===== src/rtl/ace_ccu_snoop_resp_collect_if.sv =====
// Handshake bundle between the CCU snoop issue logic, the snooped CR channels
// and the merged-response consumer of ace_ccu_snoop_resp_collect.
interface ace_ccu_snoop_resp_collect_if #(
  parameter int unsigned NoMst = 4
);
  logic                 start_valid_i;
  logic                 start_ready_o;
  logic [NoMst-1:0]     start_mask_i;
  logic [NoMst-1:0]     cr_valid_i;
  logic [NoMst-1:0]     cr_ready_o;
  logic [NoMst*5-1:0]   cr_resp_i;
  logic                 resp_valid_o;
  logic                 resp_ready_i;
  logic [4:0]           resp_o;
  logic [NoMst-1:0]     data_mask_o;
  logic                 busy_o;

  // The collector itself.
  modport slave (
    input  start_valid_i, start_mask_i, cr_valid_i, cr_resp_i, resp_ready_i,
    output start_ready_o, cr_ready_o, resp_valid_o, resp_o, data_mask_o, busy_o
  );

  // Whatever drives starts and snoop responses and consumes the merged result.
  modport master (
    output start_valid_i, start_mask_i, cr_valid_i, cr_resp_i, resp_ready_i,
    input  start_ready_o, cr_ready_o, resp_valid_o, resp_o, data_mask_o, busy_o
  );
endinterface


===== src/rtl/ace_ccu_snoop_resp_collect.sv =====
// Collects CR-channel snoop responses from every snooped port, ORs them into a
// single CRRESP (forcing Error on duplicate PassDirty) and hands it downstream.
module ace_ccu_snoop_resp_collect #(
  parameter int unsigned NoMst = 4
) (
  input  logic clk_i,
  input  logic rst_ni,
  ace_ccu_snoop_resp_collect_if.slave bus
);
  localparam int unsigned DT = 0;
  localparam int unsigned ER = 1;
  localparam int unsigned PD = 2;

  typedef enum logic [1:0] {IDLE, COLLECT, OUTPUT} state_e;

  state_e           state_q;
  logic [NoMst-1:0] pending_q;
  logic [4:0]       acc_q;
  logic [NoMst-1:0] dmask_q;
  logic             start_ready_q;
  logic             resp_valid_q;
  logic             busy_q;

  logic [NoMst-1:0] accept;
  logic [NoMst-1:0] pending_nxt;
  logic [4:0]       acc_nxt;
  logic [NoMst-1:0] dmask_nxt;
  logic             pd_seen;

  // pending_q is only non-zero in COLLECT, so it doubles as the ready vector.
  assign accept = bus.cr_valid_i & pending_q;

  // Several ports may answer in one cycle; a PassDirty from any of them on top
  // of an already-seen PassDirty flags the merged response as erroneous.
  always_comb begin
    pending_nxt = pending_q & ~accept;
    acc_nxt     = acc_q;
    dmask_nxt   = dmask_q;
    pd_seen     = acc_q[PD];
    for (int i = 0; i < int'(NoMst); i++) begin
      if (accept[i]) begin
        if (pd_seen && bus.cr_resp_i[5*i+PD]) acc_nxt[ER] = 1'b1;
        pd_seen      = pd_seen | bus.cr_resp_i[5*i+PD];
        acc_nxt      = acc_nxt | bus.cr_resp_i[5*i +: 5];
        dmask_nxt[i] = dmask_q[i] | bus.cr_resp_i[5*i+DT];
      end
    end
  end

  always_ff @(posedge clk_i or negedge rst_ni) begin
    if (!rst_ni) begin
      state_q       <= IDLE;
      pending_q     <= '0;
      acc_q         <= '0;
      dmask_q       <= '0;
      start_ready_q <= 1'b1;
      resp_valid_q  <= 1'b0;
      busy_q        <= 1'b0;
    end else begin
      case (state_q)
        IDLE: begin
          if (bus.start_valid_i) begin
            acc_q         <= '0;
            dmask_q       <= '0;
            start_ready_q <= 1'b0;
            busy_q        <= 1'b1;
            if (bus.start_mask_i != '0) begin
              pending_q <= bus.start_mask_i;
              state_q   <= COLLECT;
            end else begin
              resp_valid_q <= 1'b1;
              state_q      <= OUTPUT;
            end
          end
        end
        COLLECT: begin
          pending_q <= pending_nxt;
          acc_q     <= acc_nxt;
          dmask_q   <= dmask_nxt;
          if (pending_nxt == '0) begin
            resp_valid_q <= 1'b1;
            state_q      <= OUTPUT;
          end
        end
        OUTPUT: begin
          if (bus.resp_ready_i) begin
            resp_valid_q  <= 1'b0;
            start_ready_q <= 1'b1;
            busy_q        <= 1'b0;
            state_q       <= IDLE;
          end
        end
        default: begin
          pending_q     <= '0;
          resp_valid_q  <= 1'b0;
          start_ready_q <= 1'b1;
          busy_q        <= 1'b0;
          state_q       <= IDLE;
        end
      endcase
    end
  end

  assign bus.start_ready_o = start_ready_q;
  assign bus.cr_ready_o    = pending_q;
  assign bus.resp_valid_o  = resp_valid_q;
  assign bus.resp_o        = acc_q;
  assign bus.data_mask_o   = dmask_q;
  assign bus.busy_o        = busy_q;
endmodule


===== src/flat_wrapper.sv =====
// flat-port wrapper written by rule: the top's interface ports become plain ports
module ace_ccu_snoop_resp_collect_flat 
#(
  parameter int unsigned NoMst = 4
)
  (clk_i, rst_ni, bus_start_valid_i, bus_start_mask_i, bus_cr_valid_i, bus_cr_resp_i, bus_resp_ready_i, bus_start_ready_o, bus_cr_ready_o, bus_resp_valid_o, bus_resp_o, bus_data_mask_o, bus_busy_o);
  ace_ccu_snoop_resp_collect_if #(.NoMst(NoMst)) bus_i ();
  input  logic clk_i;
  input  logic rst_ni;
  input wire logic [$bits(bus_i.start_valid_i)-1:0] bus_start_valid_i;
  input wire logic [$bits(bus_i.start_mask_i)-1:0] bus_start_mask_i;
  input wire logic [$bits(bus_i.cr_valid_i)-1:0] bus_cr_valid_i;
  input wire logic [$bits(bus_i.cr_resp_i)-1:0] bus_cr_resp_i;
  input wire logic [$bits(bus_i.resp_ready_i)-1:0] bus_resp_ready_i;
  output wire logic [$bits(bus_i.start_ready_o)-1:0] bus_start_ready_o;
  output wire logic [$bits(bus_i.cr_ready_o)-1:0] bus_cr_ready_o;
  output wire logic [$bits(bus_i.resp_valid_o)-1:0] bus_resp_valid_o;
  output wire logic [$bits(bus_i.resp_o)-1:0] bus_resp_o;
  output wire logic [$bits(bus_i.data_mask_o)-1:0] bus_data_mask_o;
  output wire logic [$bits(bus_i.busy_o)-1:0] bus_busy_o;
  assign bus_i.start_valid_i = bus_start_valid_i;
  assign bus_i.start_mask_i = bus_start_mask_i;
  assign bus_i.cr_valid_i = bus_cr_valid_i;
  assign bus_i.cr_resp_i = bus_cr_resp_i;
  assign bus_i.resp_ready_i = bus_resp_ready_i;
  assign bus_start_ready_o = bus_i.start_ready_o;
  assign bus_cr_ready_o = bus_i.cr_ready_o;
  assign bus_resp_valid_o = bus_i.resp_valid_o;
  assign bus_resp_o = bus_i.resp_o;
  assign bus_data_mask_o = bus_i.data_mask_o;
  assign bus_busy_o = bus_i.busy_o;
  ace_ccu_snoop_resp_collect #(.NoMst(NoMst)) u_core (.clk_i(clk_i), .rst_ni(rst_ni), .bus(bus_i));
endmodule

===== config.mk =====
export PLATFORM = sky130hd
export DESIGN_NAME = ace_ccu_snoop_resp_collect_flat
export DESIGN_NICKNAME = d
export VERILOG_FILES = /design/src/rtl/ace_ccu_snoop_resp_collect_if.sv /design/src/rtl/ace_ccu_snoop_resp_collect.sv /design/src/flat_wrapper.sv
export SDC_FILE = /design/constraint.sdc
export NUM_CORES = 1
export LEC_CHECK = 0
export ABC_AREA = 1
export BUFFER_PORTS_ARGS = -buffer_cell sky130_fd_sc_hd__buf_4
export CAP_MARGIN = 10
export CORE_ASPECT_RATIO = 1.25
export CORE_MARGIN = 3
export CORE_UTILIZATION = 41
export CTS_CLUSTER_SIZE = 8
export DETAILED_ROUTE_END_ITERATION = 16
export GPL_TIMING_DRIVEN = 1
export PLACE_DENSITY = 0.74
export SYNTH_ARGS = -nofsm -noshare
export SYNTH_HDL_FRONTEND = slang
export SYNTH_SLANG_ARGS = --single-unit

===== constraint.sdc =====
create_clock -name clk_i -period 1.25 [get_ports clk_i]
set_input_delay 0 -clock clk_i [delete_from_list [all_inputs] [get_ports clk_i]]
set_output_delay 0 -clock clk_i [all_outputs]
set_load 0.05 [all_outputs]

# --- After elaboration in Yosys (flattened, before gate mapping) ---
# Index checks and enable logic that the tools add are counted.
word_totals:
  ff_bits: 18
  latchBits: 0
  ramBits: 0
  rom_bits: 0
  in_bits: 32
  out_inout_bits: 16
  elab_cells: 95
  mem_count: 0
classes:
  n_addsub: 0
  multipliers: 0
  n_div: 0
  magnitude_cmp: 0
  eq_ne: 11
  shift: 0
  n_mux: 41
  bitwise_logic: 16
  n_reduce_logical: 17
op_table:
  columns: ["cell", "n"]
  rows:
  - ["$mux 5", 5]
  - ["$mux 1", 22]
  - ["$reduce_and 3->1", 7]
  - ["$or 5x5->5", 4]
  - ["$mux 4", 3]
  - ["$ne 2x1->1 const B", 6]
  - ["$pmux 4 s3", 1]
  - ["$pmux 5 s2", 1]
  - ["$pmux 1 s3", 3]
  - ["$and 4x4->4", 2]
  - ["$mux 2", 4]
  - ["$pmux 4 s2", 1]
  - ["$or 1x1->1", 7]
  - ["$ne 2x2->1 const B", 3]
  - ["$pmux 2 s3", 1]
  - ["$logic_and 1x1->1", 4]
  - ["$logic_not 4->1", 1]
  - ["$not 4->4", 1]
  - ["$reduce_and 4->1", 1]
  - ["$reduce_bool 4->1", 1]
  - ["$eq 2x1->1 const B", 1]
  - ["$eq 2x2->1 const B", 1]
  - ["$logic_not 2->1", 1]
  - ["$not 1->1", 2]
  - ["2 further kinds", 2]

# --- Logic depth before layout (Yosys ltp) ---
logic_depth:
  ltp_word: 18
  ltp_mapped: 9
  mapped_depth_nobuf: 9

# --- Worst setup path before layout ---
# OpenSTA, ideal clock, no wires.
synth_timing:
  path_type: "flip-flop to flip-flop"
  start: "register u_core.pending_q[0] (netlist: u_core.bus.cr_ready_o[0])"
  end: "register u_core.state_q[1]"
  setup_time_ps: 122
  arrival_time_ps: 1305
  required_time_ps: 1128
  path_slack_ps: -178
  path_stages_with_launch: 9
  path_buffers: 0
  period_less_slack_ps: 1428
  path_cell_list: "dfrtp_1 inv_2 or2_1 nand2_1 nor2_1 nand2_2 nand2_4 nand3_1 o21ai_1"
synth_between:
  elab_chain_cells: 6
synth_rtl:
  columns: ["element", "line", "source"]
  rows:
  - ["from (decl)", "ace_ccu_snoop_resp_collect.sv:17", "logic [NoMst-1:0] pending_q;"]
  - ["from (signal assigned)", "ace_ccu_snoop_resp_collect.sv:68", "pending_q <= bus.start_mask_i;"]
  - ["from (signal assigned)", "ace_ccu_snoop_resp_collect.sv:77", "pending_q <= pending_nxt;"]
  - ["$and 4x4->4", "ace_ccu_snoop_resp_collect.sv:31", "assign accept = bus.cr_valid_i & pending_q;"]
  - ["$not 4->4", "ace_ccu_snoop_resp_collect.sv:36", "pending_nxt = pending_q & ~accept;"]
  - ["$and 4x4->4 *", "ace_ccu_snoop_resp_collect.sv:36", null]
  - ["$logic_not 4->1 *", "ace_ccu_snoop_resp_collect.sv:80", "if (pending_nxt == '0) begin"]
  - ["$ne 2x1->1 (no line) *", null, null]
  - ["$reduce_and 3->1 (no line) *", null, null]
  - ["to (signal assigned)", "ace_ccu_snoop_resp_collect.sv:52", "state_q <= IDLE;"]
  - ["to (signal assigned)", "ace_ccu_snoop_resp_collect.sv:82", "state_q <= OUTPUT;"]
  - ["to (signal assigned)", "ace_ccu_snoop_resp_collect.sv:90", "state_q <= IDLE;"]
  - ["to (decl)", "ace_ccu_snoop_resp_collect.sv:16", "state_e state_q;"]
# Mark *: on every way between the ends. The rest lies on a longest branch, timed or not.
# A chain may end at the register's enable or synchronous reset.

# --- Final worst setup path ---
layout_timing:
  start: "register u_core.pending_q[0] (netlist: u_core.bus.cr_ready_o[0])"
  end: "register u_core.acc_q[1] (netlist: u_core.bus.resp_o[1])"
layout_between:
  elab_chain_cells: 16
  word_cells_on_any_way: 23
  classes_between: "mux (14); bitwise (6); reduce/logical (3)"
layout_rtl:
  columns: ["element", "line", "source"]
  rows:
  - ["$and 4x4->4 *", "ace_ccu_snoop_resp_collect.sv:31", null]
  - ["$mux 1", "ace_ccu_snoop_resp_collect.sv:41", "if (accept[i]) begin"]
  - ["$logic_and 1x1->1", "ace_ccu_snoop_resp_collect.sv:42", "if (pd_seen && bus.cr_resp_i[5*i+PD]) acc_nxt[ER] = 1'b1;"]
  - ["$mux 1", "ace_ccu_snoop_resp_collect.sv:42", null]
  - ["$mux 1", "ace_ccu_snoop_resp_collect.sv:41", null]
  - ["$or 5x5->5", "ace_ccu_snoop_resp_collect.sv:44", "acc_nxt = acc_nxt | bus.cr_resp_i[5*i +: 5];"]
  - ["$mux 5", "ace_ccu_snoop_resp_collect.sv:41", null]
  - ["$mux 1", "ace_ccu_snoop_resp_collect.sv:42", null]
  - ["$mux 1", "ace_ccu_snoop_resp_collect.sv:41", null]
  - ["$or 5x5->5", "ace_ccu_snoop_resp_collect.sv:44", null]
  - ["$mux 5", "ace_ccu_snoop_resp_collect.sv:41", null]
  - ["$mux 1", "ace_ccu_snoop_resp_collect.sv:42", null]
  - ["$mux 1", "ace_ccu_snoop_resp_collect.sv:41", null]
  - ["$or 5x5->5", "ace_ccu_snoop_resp_collect.sv:44", null]
  - ["$mux 5 *", "ace_ccu_snoop_resp_collect.sv:41", null]
  - ["$pmux 5 s2 *", "ace_ccu_snoop_resp_collect.sv:60", "case (state_q)"]
  - ["to (signal assigned)", "ace_ccu_snoop_resp_collect.sv:78", "acc_q <= acc_nxt;"]
  - ["to (decl)", "ace_ccu_snoop_resp_collect.sv:18", "logic [4:0] acc_q;"]
# Mark *: on every way between the ends. The rest lies on a longest branch, timed or not. The select of a mux whose other input is x is not followed.

==> metrics.cfg <==
[global_routing]
gr-usage-all-layers_pct=19.19
grt_remaining_overflow=0
antenna_found_initial=0
grt_met2_usage_pct=31.37
grt_pass1_vias=1108
grt_max_degree=19
global_route.peak_usage_layer=met2
grt_first_pass_wirelength_microns=4754
grt.met1_usage_pct=23.23
use_met3_pct=3.341

[clock_network]
htreeDepth=1
cts_buffer_depth=2
cts.sinks=18
cts.clk_slew.worst_paths_ps=100
cts_buffers=3
insertion_delay_ps=300
tritoncts=built
clockRootBuffer=sky130_fd_sc_hd__clkbuf_4

[final_layout]
layout.nets=235
antennaDiodeCount=0
areaGrowthSynthToFinish_pct=49.29
final_core_utilization_pct=67.83
finish.instance_area_sq_mm=0.001580
post_route_cells_drive_above_1_share_pct=44.06

[timing]
slew_headroom_pct=83.15
tightestPinTransition_ps=252.8
timing.final.crit_period_ps=1197
worst_clock_skew_ps=0.8579
timing.final.setup_violations=0
worst_hold_margin_ps=5.717
fmax_ghz=0.8354
rsz0062_at_grt=true
final_min_period_over_clock_period_pct=95.76
hold_viol=0
max_slew_violation_count=0
fin_tns_setup_ps=0

[logic_synthesis]
yosys_warnings=0
mappedNetlistNets=175
synth_sequential_area_ratio_pct=42.67
yosys-top-cells-area=sky130_fd_sc_hd__dfrtp_1 40%, sky130_fd_sc_hd__nand2_1 9.9%, sky130_fd_sc_hd__nand3_1 8.5%
synth.largest_area_cell=sky130_fd_sc_hd__dfrtp_1
avgSynthCellArea_sq_um=7.402
area_share_of_the_largest_cell_type_after_synthesis_pct=40.19
syn_inst=143
yosys_register_bits=18
ys_types=22
synth.cell_area_sq_mm=0.001059

[critical_path]
r2r_start=u_core.bus.cr_ready_o[0]
crit_path_start=u_core.bus.cr_ready_o[0]
worst-r2r-setup-slack_ps=50
arrival_time_reported_for_the_critical_path_endpoint_ps=1400
timing.critical_path.fanout_max=6
reg2regPathDepth=8
setup.worst_path.end=u_core.bus.resp_o[1]
criticalPathCategory=register to register
startpoint_type=register
crit-reg2reg-capture=u_core.bus.resp_o[1]
end_kind=register
critical_path_required_ps=1450

[place]
routabilityCongestion=0.8401
number_of_buffer_cells_added_on_primary_ports=47
placed_area_sq_mm=0.001490
place_hpwl_microns=2405

[die]
core_sq_mm=0.002330
floorplan.io_pins=48
chipWidth_microns=51.45
fp.dieH_microns=62.81
die-area_sq_mm=0.003231
initial_utilization_pct=45.44
rows=19

[detailed_routing]
antenna_violating_nets_post_route=0
detailedRoute.firstPassIterationCount=4
drcViolationCount=0
detail_route.wirelength_microns=3160
drt-initial-drc-count=30
drt-wirelength-per-cell_microns=13.56
via_count=1174
post_dr_vias_cell=5.039

[hold_path]
hold_path_class=input pin to register
launch_instance_of_the_worst_min_delay_path=bus_start_mask_i[3]

[outcome]
status=complete, no violations

[power]
power.static_leakage_nw=0.8566
p_per_area_mw_per_mm2=2628
vdd_ir_drop_max_v=0.001762

[job]
max_cap_violations=0

==> layout make-up <==
class,count,area (sq um)
fill,209,749.5
multi-input combinational,103,549.3
sequential,18,457.9
timing repair buffer,55,415.4
inverter,22,82.58
tap,31,38.79
clock buffer,4,36.28
==> synthesized netlist by cell type <==
master	n
sky130_fd_sc_hd__nor2_1	18
sky130_fd_sc_hd__nor2_2	2
sky130_fd_sc_hd__a22o_1	2
sky130_fd_sc_hd__or2_1	2
sky130_fd_sc_hd__o21ai_0	5
sky130_fd_sc_hd__nor2_4	2
sky130_fd_sc_hd__and3_2	1
sky130_fd_sc_hd__nand2_1	28
sky130_fd_sc_hd__o22ai_1	3
sky130_fd_sc_hd__o21ai_1	2
sky130_fd_sc_hd__a21oi_2	1
sky130_fd_sc_hd__nand4_1	3
sky130_fd_sc_hd__a21boi_2	1
sky130_fd_sc_hd__nand2_4	3
sky130_fd_sc_hd__a21oi_1	7
sky130_fd_sc_hd__inv_2	8
sky130_fd_sc_hd__nor3_1	3
sky130_fd_sc_hd__inv_1	14
sky130_fd_sc_hd__dfrtp_1	17
sky130_fd_sc_hd__nand2_2	2
sky130_fd_sc_hd__dfstp_2	1
sky130_fd_sc_hd__nand3_1	18
==> through the flow <==
stage          std cells  power (mW)  setup WS, ps
6_report             233       4.152         53.00
5_1_grt              233       4.436        -15.25
4_1_cts              230       4.061         34.71
3_5_place_dp         225       3.675         54.01
3_3_place_gp         225       3.634         71.08
2_1_floorplan        143       2.875        -14.81
==> cells by family (layout without fill, tap and decap cells) <==
group / count (synthesis) / count (layout) / synth area share, %
AOI/OAI and AO/OA: 21 / 21 / 11.94
DFF: 18 / 18 / 42.67
and+or+nand+nor: 82 / 82 / 37.59
buffers and inverters: 22 / 81 / 7.801
==> registers in the layout, summed over array words and instances, names as in the netlist <==
name	flops
u_core.state_q	2
u_core.bus.data_mask_o	4
u_core.bus.resp_o	5
u_core.bus.start_ready_o	1
u_core.bus.resp_valid_o	1
u_core.bus.cr_ready_o	4
u_core.bus.busy_o	1
==> report_power, final <==
group	switching, mW	internal, mW	total [mW]
combinational	1.74	0.912	2.66
sequential	0.257	0.873	1.13
clock	0.188	0.178	0.366
total	2.19	1.96	4.15
==> metal layers <==
metal  part of all wire, %  wire length [microns]
met1                    41                   1302
met2                    48                   1532
met3                   7.4                    233
met4                   2.9                     91
met5                     0                      0
==> placed cells by master, fill, tap and decap left out, types with 2 or more instances in the layout <==
cell type	instances
sky130_fd_sc_hd__nand2_2	2
sky130_fd_sc_hd__nor2_2	2
sky130_fd_sc_hd__dfrtp_1	12
sky130_fd_sc_hd__inv_2	8
sky130_fd_sc_hd__o21ai_0	5
sky130_fd_sc_hd__or2_1	2
sky130_fd_sc_hd__nor2_4	3
sky130_fd_sc_hd__inv_1	14
sky130_fd_sc_hd__nand2_1	28
sky130_fd_sc_hd__nand2_4	3
sky130_fd_sc_hd__nand4_1	3
sky130_fd_sc_hd__a22o_1	2
sky130_fd_sc_hd__o22ai_1	3
sky130_fd_sc_hd__dfrtp_2	5
sky130_fd_sc_hd__clkbuf_4	3
sky130_fd_sc_hd__nor2_1	17
sky130_fd_sc_hd__buf_4	54
sky130_fd_sc_hd__a21oi_1	5
sky130_fd_sc_hd__o21ai_1	2
sky130_fd_sc_hd__a21oi_2	3
sky130_fd_sc_hd__nand3_1	17
sky130_fd_sc_hd__nor3_1	2
==> worst min-delay path by stage <==
stage | end | cells past startpoint | slack (ps)
after global routing | u_core.bus.cr_ready_o[2] | 3 | 20
final | u_core.bus.cr_ready_o[3] | 3 | 6
after CTS | u_core.bus.cr_ready_o[3] | 3 | 2
after floorplan | u_core.bus.busy_o | 0 | -300
after global placement | u_core.bus.cr_ready_o[1] | 1 | -120
after detailed placement | u_core.bus.cr_ready_o[1] | 1 | -110
==> repair_timing <==
action	in CTS	in global routing
endpoints found under the hold margin	18	0
gates resized for setup	0	6
setup endpoints to repair	0	8
hold buffers	1	0
buffers inserted	0	3
==> worst max-delay path, cell delays in order (launching register included) <==
cell and delay, ps:
sky130_fd_sc_hd__dfrtp_2 460, sky130_fd_sc_hd__nand3_1 180, sky130_fd_sc_hd__nor2_1 60, sky130_fd_sc_hd__nor2_1 80
sky130_fd_sc_hd__nand2_1 50, sky130_fd_sc_hd__nor2_1 80, sky130_fd_sc_hd__nand3_1 70, sky130_fd_sc_hd__nand2_1 70
sky130_fd_sc_hd__nand2_1 50
Note: power is estimated with default switching activity, not from simulation.
